### config.mk
export PLATFORM = sky130hd
export DESIGN_NAME = mips_mc_ctrl
export DESIGN_NICKNAME = d
export VERILOG_FILES = /design/src/rtl/mips_mc_ctrl.sv
export SDC_FILE = /design/constraint.sdc
export NUM_CORES = 1
export LEC_CHECK = 0
export ABC_CLOCK_PERIOD_IN_PS = 3700
export CORE_UTILIZATION = 50
export CTS_CLUSTER_DIAMETER = 40
export DETAILED_ROUTE_END_ITERATION = 12
export PLACE_DENSITY = 0.8
export SLEW_MARGIN = 20
export SYNTH_ARGS = -nofsm -noshare
export SYNTH_HDL_FRONTEND = slang
export SYNTH_SLANG_ARGS = --single-unit
### constraint.sdc
create_clock -name clk -period 3.7 [get_ports clk]
set_input_delay 0.74 -clock clk [delete_from_list [all_inputs] [get_ports clk]]
set_output_delay 0.74 -clock clk [all_outputs]
set_load 0.02 [all_outputs]
### src/rtl/mips_mc_ctrl.sv
// Multi-cycle MIPS control unit: a Moore FSM that sequences fetch, decode, execute, memory and writeback.
// It waits on a memory ready handshake and counts retired instructions.
module mips_mc_ctrl #(
    parameter int ALUOP_W       = 3,
    parameter int MEM_HANDSHAKE = 1,
    parameter int CNT_W         = 32
) (
    input  logic               clk,
    input  logic               rst_n,
    input  logic [5:0]         opcode,
    input  logic [5:0]         func,
    input  logic               zero,
    input  logic               mem_ready,
    output logic               pc_write,
    output logic [1:0]         pc_src,
    output logic               ior_d,
    output logic               mem_read,
    output logic               mem_write,
    output logic               ir_write,
    output logic               reg_dst,
    output logic               mem_to_reg,
    output logic               reg_write,
    output logic               alu_src_a,
    output logic [1:0]         alu_src_b,
    output logic [ALUOP_W-1:0] alu_op,
    output logic               illegal,
    output logic [3:0]         state,
    output logic [CNT_W-1:0]   retired
);

    typedef enum logic [3:0] {
        S_RST     = 4'd0,
        S_FETCH   = 4'd1,
        S_DECODE  = 4'd2,
        S_MEMADDR = 4'd3,
        S_MEMRD   = 4'd4,
        S_MEMWB   = 4'd5,
        S_MEMWR   = 4'd6,
        S_EXEC    = 4'd7,
        S_RWB     = 4'd8,
        S_BRANCH  = 4'd9,
        S_JUMP    = 4'd10,
        S_IEXEC   = 4'd11,
        S_IWB     = 4'd12
    } state_t;

    typedef struct packed {
        logic [1:0] pc_src;
        logic       ior_d;
        logic       mem_read;
        logic       mem_write;
        logic       reg_dst;
        logic       mem_to_reg;
        logic       reg_write;
        logic       alu_src_a;
        logic [1:0] alu_src_b;
        logic [2:0] alu_op;
        logic       jump;
    } ctl_t;

    localparam logic [5:0] OP_R    = 6'b000000;
    localparam logic [5:0] OP_LW   = 6'b100011;
    localparam logic [5:0] OP_SW   = 6'b101011;
    localparam logic [5:0] OP_BEQ  = 6'b000100;
    localparam logic [5:0] OP_BNE  = 6'b000101;
    localparam logic [5:0] OP_J    = 6'b000010;
    localparam logic [5:0] OP_ANDI = 6'b001100;
    localparam logic [5:0] OP_ORI  = 6'b001101;
    localparam logic [5:0] OP_ADDI = 6'b001000;
    localparam logic [5:0] OP_SLTI = 6'b001010;

    state_t     state_q;
    state_t     nxt;
    ctl_t       ctl_q;
    logic       rdy;
    logic       r_valid;
    logic [2:0] r_op;
    logic       i_valid;
    logic [2:0] i_op;
    logic       legal;
    logic       take;
    logic       retire;

    function automatic ctl_t decode_ctl(input state_t s, input logic [2:0] rop, input logic [2:0] iop);
        ctl_t c;
        c = '0;
        case (s)
            S_FETCH: begin
                c.mem_read  = 1'b1;
                c.alu_src_b = 2'd1;
                c.alu_op    = 3'd2;
            end
            S_DECODE: begin
                c.alu_src_b = 2'd3;
                c.alu_op    = 3'd2;
            end
            S_MEMADDR: begin
                c.alu_src_a = 1'b1;
                c.alu_src_b = 2'd2;
                c.alu_op    = 3'd2;
            end
            S_MEMRD: begin
                c.mem_read = 1'b1;
                c.ior_d    = 1'b1;
            end
            S_MEMWB: begin
                c.reg_write  = 1'b1;
                c.mem_to_reg = 1'b1;
            end
            S_MEMWR: begin
                c.mem_write = 1'b1;
                c.ior_d     = 1'b1;
            end
            S_EXEC: begin
                c.alu_src_a = 1'b1;
                c.alu_op    = rop;
            end
            S_RWB: begin
                c.reg_write = 1'b1;
                c.reg_dst   = 1'b1;
                c.alu_op    = rop;
            end
            S_BRANCH: begin
                c.alu_src_a = 1'b1;
                c.alu_op    = 3'd3;
                c.pc_src    = 2'd1;
            end
            S_JUMP: begin
                c.pc_src = 2'd2;
                c.jump   = 1'b1;
            end
            S_IEXEC: begin
                c.alu_src_a = 1'b1;
                c.alu_src_b = 2'd2;
                c.alu_op    = iop;
            end
            S_IWB: begin
                c.reg_write = 1'b1;
                c.alu_op    = iop;
            end
            default: c = '0;
        endcase
        return c;
    endfunction

    always_comb begin
        rdy = (MEM_HANDSHAKE != 0) ? mem_ready : 1'b1;

        r_valid = 1'b1;
        r_op    = 3'd7;
        case (func)
            6'b100100: r_op = 3'd0;
            6'b100101: r_op = 3'd1;
            6'b100000: r_op = 3'd2;
            6'b100010: r_op = 3'd3;
            6'b100110: r_op = 3'd4;
            6'b101011: r_op = 3'd5;
            6'b101010: r_op = 3'd6;
            default:   r_valid = 1'b0;
        endcase

        i_valid = 1'b1;
        i_op    = 3'd7;
        case (opcode)
            OP_ANDI: i_op = 3'd0;
            OP_ORI:  i_op = 3'd1;
            OP_ADDI: i_op = 3'd2;
            OP_SLTI: i_op = 3'd6;
            default: i_valid = 1'b0;
        endcase

        legal = ((opcode == OP_R) && r_valid) || (opcode == OP_LW) || (opcode == OP_SW) ||
                (opcode == OP_BEQ) || (opcode == OP_BNE) || (opcode == OP_J) || i_valid;
        take  = ((opcode == OP_BEQ) && zero) || ((opcode == OP_BNE) && !zero);

        nxt = S_RST;
        case (state_q)
            S_RST:     nxt = S_FETCH;
            S_FETCH:   nxt = rdy ? S_DECODE : S_FETCH;
            S_DECODE: begin
                if ((opcode == OP_R) && r_valid)                nxt = S_EXEC;
                else if ((opcode == OP_LW) || (opcode == OP_SW)) nxt = S_MEMADDR;
                else if ((opcode == OP_BEQ) || (opcode == OP_BNE)) nxt = S_BRANCH;
                else if (opcode == OP_J)                        nxt = S_JUMP;
                else if (i_valid)                               nxt = S_IEXEC;
                else                                            nxt = S_FETCH;
            end
            S_MEMADDR: nxt = (opcode == OP_LW) ? S_MEMRD : S_MEMWR;
            S_MEMRD:   nxt = rdy ? S_MEMWB : S_MEMRD;
            S_MEMWB:   nxt = S_FETCH;
            S_MEMWR:   nxt = rdy ? S_FETCH : S_MEMWR;
            S_EXEC:    nxt = S_RWB;
            S_RWB:     nxt = S_FETCH;
            S_BRANCH:  nxt = S_FETCH;
            S_JUMP:    nxt = S_FETCH;
            S_IEXEC:   nxt = S_IWB;
            S_IWB:     nxt = S_FETCH;
            default:   nxt = S_RST;
        endcase

        retire = (state_q inside {S_MEMWB, S_RWB, S_BRANCH, S_JUMP, S_IWB}) ||
                 ((state_q == S_MEMWR) && rdy);
    end

    // Control outputs are registered from the decode of the state being entered, so they line up with state_q.
    always_ff @(posedge clk or negedge rst_n) begin
        if (!rst_n) begin
            state_q <= S_RST;
            ctl_q   <= '0;
            retired <= '0;
        end else begin
            state_q <= nxt;
            ctl_q   <= decode_ctl(nxt, r_op, i_op);
            if (retire)
                retired <= retired + CNT_W'(1);
        end
    end

    assign pc_write   = ((state_q == S_FETCH) && rdy) || ((state_q == S_BRANCH) && take) || ctl_q.jump;
    assign ir_write   = (state_q == S_FETCH) && rdy;
    assign illegal    = (state_q == S_DECODE) && !legal;
    assign pc_src     = ctl_q.pc_src;
    assign ior_d      = ctl_q.ior_d;
    assign mem_read   = ctl_q.mem_read;
    assign mem_write  = ctl_q.mem_write;
    assign reg_dst    = ctl_q.reg_dst;
    assign mem_to_reg = ctl_q.mem_to_reg;
    assign reg_write  = ctl_q.reg_write;
    assign alu_src_a  = ctl_q.alu_src_a;
    assign alu_src_b  = ctl_q.alu_src_b;
    assign alu_op     = ALUOP_W'(ctl_q.alu_op);
    assign state      = state_q;

endmodule
==> results.md <==
* Vias in the first global route at 2082
* WP data arrival at 2.73 ns
* Synth unique cells at 58
* Min-Delay Path Class: reg2reg
* Die height at 75.4 um
* Met3 wire length at 400 um
* Worst Path Max Fanout at 7
* Root buffer cell: clkbuf_8
* CTS tree: built
* Part of the Yosys area used for sequential elements at 47.4%
* Clk pin slew, worst setup/hold paths at 0.09 ns
* Critical path type: in2out
* WL/cell at 15.2 um
* Worst Skew at 0.00559 ns
* Synth async-reset ratio at 100%
* Wirelength, routed at 6070 um
* Max Fclk at 0.288 GHz
* Warnings from Yosys at 0
* M1 WL at 2630 um
* GRT Overall Usage at 23.1%
* Relative slew slack at 49.3%
* Die Wd at 75.4 um
* Initial DRC Count at 132
* Routed length on met2 at 2920 um
* Share of layout cells above drive strength 1 at 6.99%
* Via count at 2259
* Core Area at 5140 sq um
* Fin Setup TNS at 0 ns
* Synthesized netlist cell count at 269
* RSZ-0062 raised after global routing: false
* Power, Total at 0.00193 W
* Uppermost layer routed: met4
* HPWL after DPL at 4480 um
* Max reg flops at 32
* Layout Utilization at 67.6%
* Post-route cell area at 3480 sq um
* Final net count at 345
* Worst-case clock buffer depth at 2
* Row count at 26
* Clock sink count at 51
* Status: finished clean
* Gp weighted congestion at 0.919
* Post-CTS Setup Inserts at 0
* DRC at 0
* Initial antenna violation count at 0
* Final setup fails at 0
* Global-route wire length before repair at 9870 um
* Critical Path Start Type: input pin
* PwrDens at 555 nW/um^2
* Min Clock Period, post-route at 3.47 ns
* H-Tree Depth at 2
* Mapped Area at 2690 sq um
* Worst skew pair latency at 0.30 ns
* Syn_area_per_cell at 10.0 sq um
* Max_cap viols at 0
* 1st-pass router iterations at 5
* Worst EP required at 2.96 ns
* Port Buf Inserts at 68
* Area grow syn2layout at 29.0%
* Antenna Cells at 0
* Post-route ant nets at 0
* Synthesized flop and latch total at 51
* Most flops, register: retired
* Initial core utilization at 52.4%
* Max VDD drop at 351 uV
* Min Hold Slack at 0.466 ns
* Fin. Hold Viols at 0
* Die ar. at 5690 sq um
* Worst Max-Slew Pin Slew at 0.761 ns
* Largest net degree at the start of global routing at 36
* Total CTS buffers at 5
* Tcrit/Tclk final at 93.9%
* Leakage power at 1.46 nW
* Via density per instance at 5.66
* EDFF count, synth at 0
* Grt ovf at 0
* I/O pin total at 69
* Slew Viols, Final at 0
* CTS hold repair buffers at 0
* Critical Path End Type: output port
* Synth Flop Type: dfrtp_1
* # resized after CTS at 0
* Syn Nets at 286
* Cell Area, Placed at 3360 sq um
==> final cells by class <==
class / count / area [sq um]
multi-input cells: 192 / 1270
fillers: 437 / 1660
inverters: 7 / 26.3
clock inverters: 3 / 43.8
flip-flops and latches: 51 / 1280
well taps: 70 / 87.6
repair buffers: 71 / 698
clock buffers: 5 / 68.8
==> per-layer routing <==
layer | GRT usage, % | vias up
met5 | 0 | -
met4 | 9.05 | 0
met3 | 3.70 | 14
met2 | 37.2 | 93
met1 | 31.5 | 1081
li1 | - | 1071
==> kinds of logic after synthesis <==
logic type | synth area share, %
flops | 47.4
compound gates | 11.0
simple gates | 24.7
fa+ha+maj | 0.464
xor+xnor | 10.7
mux | 0.418
buf+inv | 5.29
==> cells in the mapped netlist, types with 3 or more instances <==
cell type | instances | area share, %
and3_1 | 6 | 1.4
nor4b_1 | 3 | 0.98
o21ai_0 | 6 | 1.1
and4_1 | 4 | 1.3
and2_1 | 4 | 0.93
buf_4 | 7 | 2.0
nand4_1 | 9 | 2.1
xor2_1 | 12 | 3.9
nor2_1 | 17 | 2.4
a21oi_1 | 7 | 1.3
nor2b_1 | 7 | 1.6
nand3_1 | 18 | 3.3
buf_2 | 8 | 1.5
dfrtp_1 | 51 | 47
nand2_1 | 17 | 2.4
inv_1 | 7 | 0.98
nor3_1 | 8 | 1.5
nor4_1 | 3 | 0.70
nand2b_1 | 4 | 0.93
a22oi_1 | 3 | 0.84
xnor2_1 | 21 | 6.8
==> power breakdown <==
part | switching [W] | leakage, nW | internal (W)
Sequential | 0.000113 | 0.683 | 0.000649
Combinational | 0.000427 | 0.720 | 0.000353
Clock | 0.000184 | 0.0581 | 0.000201
==> critical path: stages <==
cell	delay, ns
clkdlybuf4s50_1	0.52
nor4_1	0.49
and2_1	0.22
nand2_1	0.07
and3_1	0.17
clkdlybuf4s50_1	0.53
==> cell usage in the layout, fill, tap and decap left out, types with 2 or more instances in the layout <==
cell type        instances
and2_1                   4
and3_1                   6
a21o_1                   2
nand3b_1                 2
nor2_1                  17
nand4_1                  9
clkdlybuf4s50_1         67
a21oi_1                  7
nor4_1                   3
nor4b_1                  3
o21ai_1                  2
nor2b_1                  7
xor2_1                  12
nand2b_1                 4
or2_2                    2
o21bai_1                 2
clkbuf_8                 5
nor3_1                   8
nor3b_1                  2
xnor2_1                 21
nand3_1                 18
buf_4                    3
inv_1                    7
nand2_1                 17
a22oi_1                  3
o21ai_0                  6
dfrtp_1                 51
nor4_2                   2
o31ai_1                  2
a31oi_1                  2
and4_1                   4
o32ai_1                  2
==> per-stage QoR <==
| stage | std cells | worst slack (ns) |
|---|---|---|
| 2_1_floorplan | 269 | 1.32 |
| 3_3_place_gp | 391 | 0.339 |
| 3_5_place_dp | 391 | 0.250 |
| 4_1_cts | 399 | 0.242 |
| 5_1_grt | 399 | 0.115 |
| 6_report | 399 | 0.225 |
==> path summary, 6_finish.rpt <==
path | slack (ns) | start | end | cells past startpoint
setup / recovery | 0.23 | opcode[3] | illegal | 6
hold / removal | 0.47 | retired[31]$_DFFE_PN0P_ | retired[31]$_DFFE_PN0P_ | 1
setup reg to reg | 1.20 | state[1]$_DFF_PN0_ | retired[25]$_DFFE_PN0P_ | 6
hold reg to reg | 0.47 | retired[31]$_DFFE_PN0P_ | retired[31]$_DFFE_PN0P_ | 1
max in group asynchronous | 2.49 | rst_n | retired[1]$_DFFE_PN0P_ | 2
min in group asynchronous | 0.50 | rst_n | pc_src[1]$_DFF_PN0_ | 1
Power figures use the tool's default switching activity.
